**src/rtl/stream_mux_rr_if.sv**
```systemverilog
// Handshake bundle between N producers, the round-robin mux and one consumer.
//   in_data   N*WIDTH  channel i at [i*WIDTH +: WIDTH]
//   in_valid  N        per-channel beat valid
//   in_last   N        per-channel end-of-packet marker
//   in_ready  N        per-channel accept (mux combinational output)
//   out_data  WIDTH    registered selected data
//   out_valid 1        registered output valid
//   out_ready 1        consumer accept
//   out_sel   SELW     registered source channel index
//   out_last  1        registered copy of the source channel's in_last
// Modports: master = producers/consumer side, slave = mux side.
interface stream_mux_rr_if #(
  parameter int unsigned N     = 4,
  parameter int unsigned WIDTH = 8
);
  localparam int unsigned SELW = (N > 1) ? $clog2(N) : 1;

  logic [N*WIDTH-1:0] in_data;
  logic [N-1:0]       in_valid;
  logic [N-1:0]       in_last;
  logic [N-1:0]       in_ready;
  logic [WIDTH-1:0]   out_data;
  logic               out_valid;
  logic               out_ready;
  logic [SELW-1:0]    out_sel;
  logic               out_last;

  modport master (
    output in_data, in_valid, in_last, out_ready,
    input  in_ready, out_data, out_valid, out_sel, out_last
  );

  modport slave (
    input  in_data, in_valid, in_last, out_ready,
    output in_ready, out_data, out_valid, out_sel, out_last
  );
endinterface

```
**src/rtl/stream_mux_rr.sv**
```systemverilog
// N-channel round-robin stream multiplexer with a single registered output
// stage (1 beat/cycle). Optional packet lock when STREAM_MUX_LOCK_EN is
// defined: a channel keeps the grant until it sends a beat with in_last=1.
// Ports:
//   clk    rising-edge clock
//   rst    asynchronous active-high reset
//   mux_if stream_mux_rr_if.slave: in_data/in_valid/in_last/in_ready,
//          out_data/out_valid/out_ready/out_sel/out_last
module stream_mux_rr #(
  parameter int unsigned N     = 4,
  parameter int unsigned WIDTH = 8
) (
  input  logic           clk,
  input  logic           rst,
  stream_mux_rr_if.slave mux_if
);
  localparam int unsigned SELW = (N > 1) ? $clog2(N) : 1;
  localparam logic [SELW-1:0] PTR_RST = SELW'(N - 1);

  logic             load_c;
  logic             xfer_c;
  logic             grant_vld_c;
  logic [SELW-1:0]  grant_c;
  logic [WIDTH-1:0] grant_data_c;
  logic             grant_last_c;
  logic [N-1:0]     in_ready_c;

  logic [WIDTH-1:0] out_data_q,  out_data_d;
  logic             out_valid_q, out_valid_d;
  logic [SELW-1:0]  out_sel_q,   out_sel_d;
  logic             out_last_q,  out_last_d;
  logic [SELW-1:0]  ptr_q,       ptr_d;
`ifdef STREAM_MUX_LOCK_EN
  logic             lock_q,      lock_d;
`endif

  // Round-robin search starting just after the last served channel.
  always_comb begin
    grant_vld_c = 1'b0;
    grant_c     = '0;
    for (int unsigned k = 1; k <= N; k++) begin
      if (!grant_vld_c && mux_if.in_valid[SELW'((32'(ptr_q) + k) % N)]) begin
        grant_vld_c = 1'b1;
        grant_c     = SELW'((32'(ptr_q) + k) % N);
      end
    end
`ifdef STREAM_MUX_LOCK_EN
    // Mid-packet: only the owning channel may proceed, even if it is idle.
    if (lock_q) begin
      grant_vld_c = mux_if.in_valid[ptr_q];
      grant_c     = ptr_q;
    end
`endif
  end

  // Select payload of the granted channel.
  always_comb begin
    grant_data_c = '0;
    grant_last_c = 1'b0;
    for (int unsigned i = 0; i < N; i++) begin
      if (grant_c == SELW'(i)) begin
        grant_data_c = mux_if.in_data[i*WIDTH +: WIDTH];
        grant_last_c = mux_if.in_last[i];
      end
    end
  end

  // Output stage next-state and per-channel ready.
  always_comb begin
    out_data_d  = out_data_q;
    out_valid_d = out_valid_q;
    out_sel_d   = out_sel_q;
    out_last_d  = out_last_q;
    ptr_d       = ptr_q;
`ifdef STREAM_MUX_LOCK_EN
    lock_d      = lock_q;
`endif
    in_ready_c  = '0;

    // Stage can take a beat when empty or draining this cycle.
    load_c = !out_valid_q || mux_if.out_ready;
    xfer_c = load_c && grant_vld_c;

    if (load_c) begin
      if (xfer_c) begin
        out_data_d  = grant_data_c;
        out_sel_d   = grant_c;
        out_last_d  = grant_last_c;
        out_valid_d = 1'b1;
        ptr_d       = grant_c;
`ifdef STREAM_MUX_LOCK_EN
        lock_d      = !grant_last_c;
`endif
      end else begin
        out_valid_d = 1'b0;
      end
    end

    if (!rst && load_c) begin
      if (N == 1) begin
        in_ready_c = '1;
      end else if (grant_vld_c) begin
        in_ready_c = N'(1) << grant_c;
      end
    end
  end

  // State registers.
  always_ff @(posedge clk or posedge rst) begin
    if (rst) begin
      out_data_q  <= '0;
      out_valid_q <= 1'b0;
      out_sel_q   <= '0;
      out_last_q  <= 1'b0;
      ptr_q       <= PTR_RST;
`ifdef STREAM_MUX_LOCK_EN
      lock_q      <= 1'b0;
`endif
    end else begin
      out_data_q  <= out_data_d;
      out_valid_q <= out_valid_d;
      out_sel_q   <= out_sel_d;
      out_last_q  <= out_last_d;
      ptr_q       <= ptr_d;
`ifdef STREAM_MUX_LOCK_EN
      lock_q      <= lock_d;
`endif
    end
  end

  assign mux_if.in_ready  = in_ready_c;
  assign mux_if.out_data  = out_data_q;
  assign mux_if.out_valid = out_valid_q;
  assign mux_if.out_sel   = out_sel_q;
  assign mux_if.out_last  = out_last_q;
endmodule

```
**src/flat_wrapper.sv**
```systemverilog
// flat-port wrapper written by rule: the top's interface ports become plain ports
module stream_mux_rr_flat 
#(
  parameter int unsigned N     = 4,
  parameter int unsigned WIDTH = 8
)
  (clk, rst, mux_if_in_data, mux_if_in_valid, mux_if_in_last, mux_if_out_ready, mux_if_in_ready, mux_if_out_data, mux_if_out_valid, mux_if_out_sel, mux_if_out_last);
  stream_mux_rr_if #(.N(N), .WIDTH(WIDTH)) mux_if_i ();
  input  logic clk;
  input  logic rst;
  input wire logic [$bits(mux_if_i.in_data)-1:0] mux_if_in_data;
  input wire logic [$bits(mux_if_i.in_valid)-1:0] mux_if_in_valid;
  input wire logic [$bits(mux_if_i.in_last)-1:0] mux_if_in_last;
  input wire logic [$bits(mux_if_i.out_ready)-1:0] mux_if_out_ready;
  output wire logic [$bits(mux_if_i.in_ready)-1:0] mux_if_in_ready;
  output wire logic [$bits(mux_if_i.out_data)-1:0] mux_if_out_data;
  output wire logic [$bits(mux_if_i.out_valid)-1:0] mux_if_out_valid;
  output wire logic [$bits(mux_if_i.out_sel)-1:0] mux_if_out_sel;
  output wire logic [$bits(mux_if_i.out_last)-1:0] mux_if_out_last;
  assign mux_if_i.in_data = mux_if_in_data;
  assign mux_if_i.in_valid = mux_if_in_valid;
  assign mux_if_i.in_last = mux_if_in_last;
  assign mux_if_i.out_ready = mux_if_out_ready;
  assign mux_if_in_ready = mux_if_i.in_ready;
  assign mux_if_out_data = mux_if_i.out_data;
  assign mux_if_out_valid = mux_if_i.out_valid;
  assign mux_if_out_sel = mux_if_i.out_sel;
  assign mux_if_out_last = mux_if_i.out_last;
  stream_mux_rr #(.N(N), .WIDTH(WIDTH)) u_core (.clk(clk), .rst(rst), .mux_if(mux_if_i));
endmodule
```
**config.mk**
```make
export PLATFORM = sky130hd
export DESIGN_NAME = stream_mux_rr_flat
export DESIGN_NICKNAME = d
export VERILOG_FILES = /design/src/rtl/stream_mux_rr_if.sv /design/src/rtl/stream_mux_rr.sv /design/src/flat_wrapper.sv
export SDC_FILE = /design/constraint.sdc
export NUM_CORES = 1
export LEC_CHECK = 0
export ABC_AREA = 0
export BUFFER_PORTS_ARGS = -buffer_cell sky130_fd_sc_hd__buf_2
export CAP_MARGIN = 20
export CORE_UTILIZATION = 39
export DETAILED_ROUTE_END_ITERATION = 10
export PLACE_DENSITY = 0.71
export SYNTH_ARGS = -nofsm -noshare
export SYNTH_HDL_FRONTEND = slang
export SYNTH_SLANG_ARGS = --single-unit
```
**constraint.sdc**
```tcl
create_clock -name clk -period 4.01 [get_ports clk]
set_input_delay 0.802 -clock clk [delete_from_list [all_inputs] [get_ports clk]]
set_output_delay 0.802 -clock clk [all_outputs]
set_load 0.005 [all_outputs]
```
==> run_results.csv <==
group,metric,value,unit
run_status,outcome,"finished clean",
critical_path,regToRegEndpoint,"u_core.mux_if.out_data[4]$_DFFE_PP0P_",
clock_tree,insertion_delay,0.28,ns
layout,nets,199,
layout,synthToLayoutAreaGrowth,31.9,%
sta,final-hold-violation-count,0,
critical_path,worstPathMaxFanout,13,
route,drt-vias-per-instance,5.29,
placement,io_buffers,58,
critical_path,start_kind,"primary input",
power_and_ir_drop,p_per_area,398,nW/µm²
min_path,hp-class,"flip-flop to flip-flop",
layout,n_fill_cell,201,
global_route,gr-total-overflow,0,
die,core-area,2300,µm²
layout,final_cell_mix,"buf_2 (58), nor2_1 (12), a211oi_1 (12), dfrtp_1 (12)",
critical_path,cp_cell_sequence,"buf_2 > nor2b_1 > o21bai_1 > and2_2 > and3_1 > buf_2",
min_path,min-delay-start,"u_core.mux_if.out_sel[1]$_DFFE_PP0P_",
clock_tree,h-tree-depth,1,
power_and_ir_drop,switchingPower,0.000179,W
die,dieHeight,52.4,µm
sta,fin_crit,3.21,ns
placement,place_ws,0.817,ns
layout,mostFrequentLayoutCell,"buf_2",
critical_path,end_kind,"output port",
logic_synthesis,synth_cell_types,30,
sta,tns,0,ns
critical_path,reg2reg_depth,5,
global_route,grt_pass1_vias,906,
layout,multi_input_area,571,µm²
clock_tree,cts-resized-gates,0,
clock_tree,cts_sinks,14,
global_route,grt_max_degree,17,
critical_path,slowest_delay,0.57,ns
logic_synthesis,syn_area,991,µm²
critical_path,worstSetupPathType,"primary input to output port",
sta,worst_clock_skew,0.00634,ns
sta,max_slew_margin,0.408,
route,drcViolationCount,0,
placement,finalWeightedCongestion,0.771,
critical_path,rrSetupSlack,1.81,ns
clock_tree,cts_buffers,3,
route,vias,968,
die,num_rows,17,
critical_path,required,3.21,ns
power_and_ir_drop,p_leak,0.629,nW
logic_synthesis,yosysWarnings,0,
logic_synthesis,syn_avg_cell_area,10.1,µm²
route,drt-initial-drc-count,3,
global_route,antenna_found_initial,0,
global_route,gr-usage-all-layers,0.191,
power_and_ir_drop,p_total,0.000520,W
sta,finalCritPeriodShare,0.799,
layout,antenna_cells,0,
logic_synthesis,seq_area_frac_synth,0.356,
layout,drive_gt1_frac,0.516,
clock_tree,cts.clk_slew.worst_paths,0.09,ns
route,drt-total-wl,2560,µm
critical_path,cp_slowest_cell,"o21bai_1",
logic_synthesis,synth_seq_cells,14,
die,pin_count,59,
die,die_area,2750,µm²
min_path,whs_path_depth,1,
job,timing.max_cap.violations,0,
min_path,worstHoldEndpoint,"u_core.mux_if.out_sel[1]$_DFFE_PP0P_",
power_and_ir_drop,share_clk_of_total_power,0.193,
clock_tree,ctsRootBufferMaster,"clkbuf_4",
logic_synthesis,synth_cells,98,
power_and_ir_drop,comb_power_share,0.418,
sta,maxSlewViolCount,0,
power_and_ir_drop,power.internal,0.000341,W
route,ant_nets,0,
route,drt-wirelength-per-cell,14.0,µm
global_route,grt_pass1_wl,3860,µm
clock_tree,clock_path_buffers,2,
sta,rsz0062_at_grt,"no",
critical_path,cp.arrival,2.40,ns
layout,fin_util,0.569,
sta,max_clock_freq,312,MHz
sta,setup_viol,0,
sta,tightestPinTransition,0.883,ns
die,initial_core_util,0.431,
die,fp.dieW,52.4,µm
clock_tree,cts_hold_buffers,0,
layout,seqCellArea,353,µm²
critical_path,timing.rr.start,"u_core.ptr_q[1]$_DFFE_PP1P_",
clock_tree,cts_setup_buffers,0,
power_and_ir_drop,share_seq_of_total_power,0.390,
sta,setup_ws,0.805,ns
placement,dp_hpwl,1980,µm
clock_tree,cts_tree,"yes",
power_and_ir_drop,max-vdd-ir-drop,0.242,mV
route,dr.pass1.iters,4,
critical_path,crit_top_cell,"buf_2",
power_and_ir_drop,swShare,0.344,
logic_synthesis,syn_nets,141,
through the flow:
stage                     hold slack, ns  area (µm²)  cells
after global routing               0.518        1310    183
after floorplan                    0.474         991     98
after global placement             0.467        1270    179
final                              0.490        1310    183
after CTS                          0.496        1310    183
after detailed placement           0.466        1270    179
cell usage after synthesis, drive strengths merged:
cell type	n	share of area
inv	2	0.0076
a21boi	11	0.087
nor3	2	0.010
a21o	3	0.024
a2bb2oi	1	0.0088
and2	1	0.0076
dfstp	2	0.053
nor2b	1	0.0063
mux2i	10	0.10
o21ai	1	0.0050
clkbuf	1	0.0038
a21oi	4	0.024
o21bai	1	0.0076
nor2	12	0.045
nor4	2	0.025
and3	2	0.013
a211oi	18	0.17
buf	6	0.057
nand2b	2	0.013
o31ai	1	0.013
dfrtp	12	0.30
nand2	3	0.019
cell families (layout without fill, tap and decap cells):
kind of cell / after synthesis / after routing / share of synthesized area
DFF: 14 / 14 / 0.356
AOI/OAI and AO/OA: 40 / 40 / 0.336
buffers and inverters: 9 / 66 / 0.0682
and+or+nand+nor: 25 / 25 / 0.139
muxes: 10 / 10 / 0.101
power groups by stage:
stage	sequential (W)	clock, W	combinational, W
finish	0.000203	0.000100	0.000217
CTS	0.000203	0.000104	0.000218
global route	0.000208	0.000115	0.000235
global placement	0.000204	0	0.000212
floorplan	0.000208	0	0.000146
detailed placement	0.000205	0	0.000217
registers in the layout, summed over array words and instances, names as in the netlist:
register / count
u_core.mux_if.out_data: 8
u_core.mux_if.out_sel: 2
u_core.mux_if.out_valid: 1
u_core.ptr_q: 2
u_core.mux_if.out_last: 1
metal layers:
metal,vias up,track usage,share of wire
li1,481,-,-
met1,455,0.221,0.41
met2,28,0.348,0.53
met3,4,0.0377,0.049
met4,0,0.0614,0.0086
met5,-,0,0
cell type report:
type	count	area share
inverter	2	0.00574
tap	28	0.0268
sequential	14	0.270
timing repair buffer	60	0.233
multi-input combinational	75	0.436
clock buffer	4	0.0278
critical path, delay by kind of cell:
| family | cells | cell delay (ns) |
|---|---|---|
| buffers and inverters | 2 | 0.23 |
| AND/OR/NAND/NOR | 3 | 0.81 |
| AO/OA/AOI/OAI | 1 | 0.57 |
worst max-delay path by stage:
stage	from	to	slack, ns	cells after the start
floorplan	mux_if_in_valid[3]	mux_if_in_ready[0]	1.53	6
detailed placement	mux_if_in_valid[1]	mux_if_in_ready[2]	0.82	6
CTS	mux_if_in_valid[1]	mux_if_in_ready[2]	0.81	6
global route	mux_if_in_valid[1]	mux_if_in_ready[2]	0.66	6
global placement	mux_if_in_valid[1]	mux_if_in_ready[2]	0.86	6
finish	mux_if_in_valid[1]	mux_if_in_ready[2]	0.80	6
(Power assumes the default switching activity.)
